--- config.mk ---
export PLATFORM = sky130hd
export DESIGN_NAME = fetch_seq_flat
export DESIGN_NICKNAME = d
export VERILOG_FILES = /design/src/rtl/fetch_seq_if.sv /design/src/rtl/fetch_seq.sv /design/src/flat_wrapper.sv
export SDC_FILE = /design/constraint.sdc
export NUM_CORES = 1
export LEC_CHECK = 0
export CAP_MARGIN = 20
export CORE_MARGIN = 2
export CORE_UTILIZATION = 38
export DETAILED_ROUTE_END_ITERATION = 6
export PLACE_DENSITY = 0.72
export SLEW_MARGIN = 5
export SYNTH_ARGS = -nofsm -noshare
export SYNTH_HDL_FRONTEND = slang
export SYNTH_SLANG_ARGS = --single-unit
--- constraint.sdc ---
create_clock -name clk -period 1.2 [get_ports clk]
set_input_delay 0.18 -clock clk [delete_from_list [all_inputs] [get_ports clk]]
set_output_delay 0.18 -clock clk [all_outputs]
set_load 0.02 [all_outputs]
--- src/rtl/fetch_seq_if.sv ---
// Memory bus between fetch_seq (master) and a synchronous-read program memory (slave).
interface fetch_seq_if #(
  parameter int ADDRESS_BITS = 5
);
  logic [ADDRESS_BITS-1:0] mem_addr;
  logic                    mem_we;
  logic [7:0]              mem_rdata;

  modport master (output mem_addr, output mem_we, input mem_rdata);
  modport slave  (input mem_addr, input mem_we, output mem_rdata);
endinterface

--- src/rtl/fetch_seq.sv ---
// Instruction fetch/execute sequencer: FETCH, LATCH, OPER, EXEC per instruction.
// Optional macro BYTEBLAST_STEP_EN: single-step mode, EXEC always returns to IDLE.
module fetch_seq #(
  parameter int ADDRESS_BITS = 5,
  parameter int INSTR_BITS   = 3
) (
  input  logic                    clk,
  input  logic                    rst,
  input  logic                    i_run,
  input  logic                    i_halt_req,
  fetch_seq_if.master             mem,
  output logic [7:0]              o_value,
  output logic                    o_dec_en,
  output logic                    o_alu_latch,
  output logic [ADDRESS_BITS-1:0] o_pc,
  output logic                    o_busy,
  output logic                    o_halted,
  output logic                    o_illegal
);

  typedef enum logic [2:0] {
    IDLE, FETCH, LATCH, OPER, EXEC, HALT
  } state_t;

  localparam logic [INSTR_BITS-1:0] OP_HALT = INSTR_BITS'(0);
  localparam logic [INSTR_BITS-1:0] OP_LD   = INSTR_BITS'(1);
  localparam logic [INSTR_BITS-1:0] OP_ADD  = INSTR_BITS'(2);
  localparam logic [INSTR_BITS-1:0] OP_STO  = INSTR_BITS'(4);

  state_t                  state, state_nxt;
  logic [INSTR_BITS-1:0]   opcode;
  logic [ADDRESS_BITS-1:0] operand;
  logic                    op_known;
  logic [ADDRESS_BITS-1:0] addr;
  logic                    we;

  assign opcode   = o_value[7 -: INSTR_BITS];
  assign operand  = o_value[ADDRESS_BITS-1:0];
  assign op_known = (opcode == OP_HALT) || (opcode == OP_LD) ||
                    (opcode == OP_ADD)  || (opcode == OP_STO);

  always_ff @(posedge clk) begin
    if (rst) begin
      state     <= IDLE;
      o_pc      <= '0;
      o_value   <= '0;
      o_illegal <= 1'b0;
    end else begin
      state <= state_nxt;
      if (state == LATCH) o_value <= mem.mem_rdata;
      if (state == OPER && !op_known) o_illegal <= 1'b1;
      if (state == EXEC) o_pc <= o_pc + ADDRESS_BITS'(1);
    end
  end

  always_comb begin
    state_nxt   = state;
    addr        = '0;
    we          = 1'b0;
    o_dec_en    = 1'b0;
    o_alu_latch = 1'b0;
    case (state)
      IDLE:  if (i_run) state_nxt = FETCH;
      FETCH: begin
        addr      = o_pc;
        state_nxt = LATCH;
      end
      LATCH: state_nxt = OPER;
      OPER: begin
        addr      = operand;
        o_dec_en  = 1'b1;
        state_nxt = (opcode == OP_HALT) ? HALT : EXEC;
      end
      EXEC: begin
        if (opcode == OP_LD || opcode == OP_ADD) begin
          o_alu_latch = 1'b1;
          addr        = operand;
        end else if (opcode == OP_STO) begin
          we   = 1'b1;
          addr = operand;
        end
`ifdef BYTEBLAST_STEP_EN
        state_nxt = IDLE;
`else
        state_nxt = i_halt_req ? IDLE : FETCH;
`endif
      end
      HALT:    state_nxt = HALT;
      default: state_nxt = IDLE;
    endcase
  end

  assign mem.mem_addr = addr;
  assign mem.mem_we   = we;
  assign o_busy       = (state == FETCH) || (state == LATCH) ||
                        (state == OPER)  || (state == EXEC);
  assign o_halted     = (state == HALT);

endmodule

--- src/flat_wrapper.sv ---
// flat-port wrapper written by rule: the top's interface ports become plain ports
module fetch_seq_flat 
#(
  parameter int ADDRESS_BITS = 5,
  parameter int INSTR_BITS   = 3
)
  (clk, rst, i_run, i_halt_req, o_value, o_dec_en, o_alu_latch, o_pc, o_busy, o_halted, o_illegal, mem_mem_addr, mem_mem_we, mem_mem_rdata);
  fetch_seq_if #(.ADDRESS_BITS(ADDRESS_BITS)) mem_i ();
  input  logic clk;
  input  logic rst;
  input  logic i_run;
  input  logic i_halt_req;
  output logic [7:0] o_value;
  output logic o_dec_en;
  output logic o_alu_latch;
  output logic [ADDRESS_BITS-1:0] o_pc;
  output logic o_busy;
  output logic o_halted;
  output logic o_illegal;
  output wire logic [$bits(mem_i.mem_addr)-1:0] mem_mem_addr;
  output wire logic [$bits(mem_i.mem_we)-1:0] mem_mem_we;
  input wire logic [$bits(mem_i.mem_rdata)-1:0] mem_mem_rdata;
  assign mem_mem_addr = mem_i.mem_addr;
  assign mem_mem_we = mem_i.mem_we;
  assign mem_i.mem_rdata = mem_mem_rdata;
  fetch_seq #(.ADDRESS_BITS(ADDRESS_BITS), .INSTR_BITS(INSTR_BITS)) u_core (.clk(clk), .rst(rst), .i_run(i_run), .i_halt_req(i_halt_req), .mem(mem_i), .o_value(o_value), .o_dec_en(o_dec_en), .o_alu_latch(o_alu_latch), .o_pc(o_pc), .o_busy(o_busy), .o_halted(o_halted), .o_illegal(o_illegal));
endmodule
**Word-level counts from Yosys, hierarchy flattened**

Cells that the tools add are included.

- Word-level logic and storage cells: 38
- Bits in registers: 17
- Input port bits: 12
- Output and inout port bits: 24

- Equal/unequal tests: 9
- Multiplexer cells: 13
- Reductions and logical operators: 11
- $add $sub $neg: 1

Operators with widths:

| cell | count |
|---|---|
| $pmux 3 s6 | 1 |
| $pmux 5 s3 | 1 |
| $mux 5 | 2 |
| $eq 3x2->1 const B | 3 |
| $eq 3x3->1 const B | 3 |
| $mux 1 | 8 |
| $logic_or 1x1->1 | 7 |
| $eq 3x1->1 const B | 2 |
| $logic_not 3->1 | 2 |
| $add 5x1->5 const B | 1 |
| $mux 3 | 1 |
| $ne 2x2->1 const B | 1 |
| $logic_and 1x1->1 | 1 |
| $logic_not 1->1 | 1 |

**Logic depth before layout (Yosys ltp)**

- Depth in word-level cells: 6
- Gate-level depth with buffers: 5

**Worst setup path before layout**

OpenSTA, ideal clock, no wires.

- Path kind: flip-flop to output port
- Start: register u_core.o_value[6]
- End: output port mem_mem_addr[0]
- Arrival time: 1.147 ns
- Path slack: -0.127 ns
- Stages on the path, launching flop included: 4
- Required time: 1.020 ns
- Path through: dfxtp_1 xor2_1 o2111ai_1 nand2_1

- Word-level cells in the longest chain between the ends: 4
- Elaborated cells on any way between the ends: 7
- Those cells by class: eq/ne (3); mux (3); reduce/logical (1)

Ends and longest elaborated chain:

| what | line | source |
|---|---|---|
| start: declaration | fetch_seq.sv:12 | `output logic [7:0] o_value,` |
| start signal: assignment | fetch_seq.sv:50 | `if (state == LATCH) o_value <= mem.mem_rdata;` |
| $eq 3x3->1, or another cell as far along | fetch_seq.sv:78 | `end else if (opcode == OP_STO) begin` |
| $mux 5 or $logic_or 1x1->1 (tied branches) | fetch_seq.sv:78, fetch_seq.sv:75 |  |
| $mux 5 (*) | fetch_seq.sv:75 | `if (opcode == OP_LD \|\| opcode == OP_ADD) begin` |
| $pmux 5 s3 (*) | fetch_seq.sv:62 | `case (state)` |
| end: declaration | flat_wrapper.sv:20 | `output wire logic [$bits(mem_i.mem_addr)-1:0] mem_mem_addr;` |

Mark *: on every way between the ends. The rest lies on a longest branch, timed or not.

**Worst setup path in the final report**

- Start: register u_core.state[2]
- End: output port mem_mem_addr[3]

- Word-level cells in the longest chain between the ends: 2
- Elaborated cells on any way between the ends: 4
- Those cells by class: eq/ne (3); mux (1)

Ends and longest elaborated chain:

| what | line | source |
|---|---|---|
| start: declaration | fetch_seq.sv:30 | `state_t state, state_nxt;` |
| start signal: assignment | fetch_seq.sv:49 | `state <= state_nxt;` |
| $eq 3x3->1, or another cell as far along | fetch_seq.sv:62 |  |
| $pmux 5 s3 (*) | fetch_seq.sv:62 |  |

Marks and branches as above.

==> results.toml <==
[timing]
max_slew_margin = 0.780
max_freq_mhz = 616
rsz0062_at_grt = "yes"
clock_skew_ns = 0.0104
tightest_slew_ns = 0.330
tns_ns = -6.51
setup_viol = 21
hold_viol_final = 0
period_share = 1.35
timing.final.ws_setup_ns = -0.424
slew_viol_final = 0
finalCriticalPeriod_ns = 1.62

[synthesis]
synthTopCellsByCount = "dfxtp_1 (17), nor2_1 (14), mux2i_1 (9)"
synth_area_um2 = 928
postSynthCellCount = 101
ys_warn_count = 0
async_flop_share = 0
synthesis.nets = 114
postSynthAreaPerCell_um2 = 9.19
ys_top_cells_by_area = "dfxtp_1 (37%), mux2i_1 (9.7%), nor2_1 (5.7%)"
synth.most_common_cell = "dfxtp_1"
synth_top_area_frac = 0.367
synthFlopType = "dfxtp_1"
synth-edff-count = 0
yosysSeqAreaShare = 0.367
synth.distinct_cells = 31
yosysTopAreaCell = "dfxtp_1"
ys_seq_elements = 17

[floorplanning]
rows = 17
die_h_um = 53.4
chipWidth_um = 53.4
core_mm2 = 0.00225
die_area_mm2 = 0.00285
design.portCount = 36
start_util = 0.412

[final_layout]
fin_cells = 203
nFillCells = 126
syn_to_final_growth_pct = 105
num-nets-final = 189
num_antenna_cells = 0
final_util = 0.844
drive_gt1_frac = 0.703

[route]
viasPerCell = 5.46
postRouteAntennaNets = 0
route.vias.total = 1108
drc = 0
wl_per_cell_um = 18.7
drt_iter0_markers = 31
firstDrtPassIters = 4
wirelength_um = 3790

[critical_path]
cp-end-kind = "primary output"
start_kind = "flip-flop"
path_class = "flip-flop to primary output"
worstPathCellList = "buf_6 > nor3b_4 > buf_6 > a22oi_2 > nand2_2 > buf_6"
crit_arrival_ns = 1.44
worst-path-buf-inv = 3
cpMostUsedCell = "buf_6"
cpPeakStageDelay_ns = 0.39
critical-path-top-delay-family = "flip-flops"
critPathMaxFanout = 5
crit_slowest_cell = "dfxtp_4"
crit_required_ns = 1.02

[pwr]
power-per-cell-area_mw_per_mm2 = 1130
p_seq_frac = 0.335
internal-power_mw = 1.35
switching_share = 0.376
pwr-share-comb = 0.509
pwr-share-clk = 0.156
p_leak_nw = 0.796
switching_power_mw = 0.812
report.power.total_mw = 2.16
vdd_drop_max_mv = 0.917

[place]
dpl.cell_count = 186
gp_congestion = 0.739
portBuffers = 35
dp_slack_ns = -0.643
place_hpwl_um = 2070

[grt]
grt_pass1_wl_um = 5470
grt_antenna_before_repair = 0
grt_overflow_total = 0
grtUsageTotal = 0.271
grt_pass1_vias = 1099
grt_max_degree = 11

[clocking]
path_clk_slew_ns = 0.12
htreeDepth = 1
postCtsHoldBufs = 0
root_buffer = "clkbuf_4"
cts.sinks = 17
cts_buffers = 3
clkLatencyLatePin_ns = 0.30
cts_tree = "done"
cts_max_path_buffers = 2

[outcome]
violations = "setup timing"
outcome = "finished, violations left"

[flow_run]
drv_cap = 0

[min_path]
min_path_type = "primary input to flip-flop"
-- routing by layer --
| metal | vias up | global-route usage | routed length [µm] |
|---|---|---|---|
| li1 | 507 | - | - |
| met1 | 563 | 0.307 | 1540 |
| met2 | 32 | 0.494 | 2040 |
| met3 | 6 | 0.0339 | 143 |
| met4 | 0 | 0.128 | 68 |
| met5 | - | 0 | 0 |
-- flip-flops by register name, summed over array words and instances (netlist names) --
name	count
u_core.o_pc	5
u_core.o_illegal	1
u_core.o_value	8
u_core.state	3
-- cell type report --
type	count	area, µm²	share of cell area
clock buffer	3	22.5	0.0118
sequential	17	373	0.196
tap	28	35.0	0.0184
timing repair buffer	79	727	0.382
clock inverter	1	5.00	0.00263
multi-input combinational	71	726	0.381
inverter	4	15.0	0.00789
-- power groups by stage --
stage / Sequential (mW) / Clock (mW) / Combinational, mW
floorplan: 0.728 / 0 / 0.428
global placement: 0.704 / 0 / 0.744
detailed placement: 0.709 / 0 / 0.756
CTS: 0.703 / 0.332 / 0.887
global route: 0.729 / 0.360 / 1.16
finish: 0.724 / 0.336 / 1.10
-- what timing repair did --
item,in CTS,in global routing
pin swaps,16,15
buffers inserted,14,2
cloned,0,0
gates resized for setup,150,34
setup endpoints to repair,28,30
-- through the flow --
step	instance area, µm²	hold slack, ns
after floorplan	1010	0.327
after global placement	1550	0.452
after detailed placement	1550	0.480
after CTS	1770	0.492
after global routing	1900	0.509
final	1900	0.491
-- cells in the final DEF, fill, tap and decap left out, types with 5 or more instances in the layout --
cell type / instances
buf_6: 32
buf_4: 26
nor2_1: 12
clkdlybuf4s50_1: 11
mux2i_1: 9
dfxtp_2: 8
buf_2: 7
dfxtp_4: 6
o2111ai_2: 5
a22oi_2: 5
nand2_2: 5
-- cell families after synthesis --
group,count (synthesis),synth area share
simple gates,34,0.204
compound gates,19,0.159
flops,17,0.367
buf+inv,13,0.0835
mux,9,0.0970
xor+xnor,7,0.0660
fa+ha+maj,2,0.0243
-- worst reg2reg max path, stage by stage (launching register included) --
cell	delay (ns)
dfxtp_4	0.39
buf_4	0.13
buf_6	0.11
buf_4	0.13
nor3b_4	0.24
buf_6	0.17
mux2i_1	0.24
nor2_1	0.07
-- worst paths after layout --
check / endpoint / from / slack [ns] / cells after the start
max reg2reg: u_core.o_value[4] / u_core.state[2] / -0.37 / 7
min reg2reg: u_core.o_illegal / u_core.o_illegal / 0.52 / 2
min: u_core.o_value[1] / mem_mem_rdata[1] / 0.49 / 3
max: mem_mem_addr[3] / u_core.state[2] / -0.42 / 6
(Power assumes the default switching activity.)
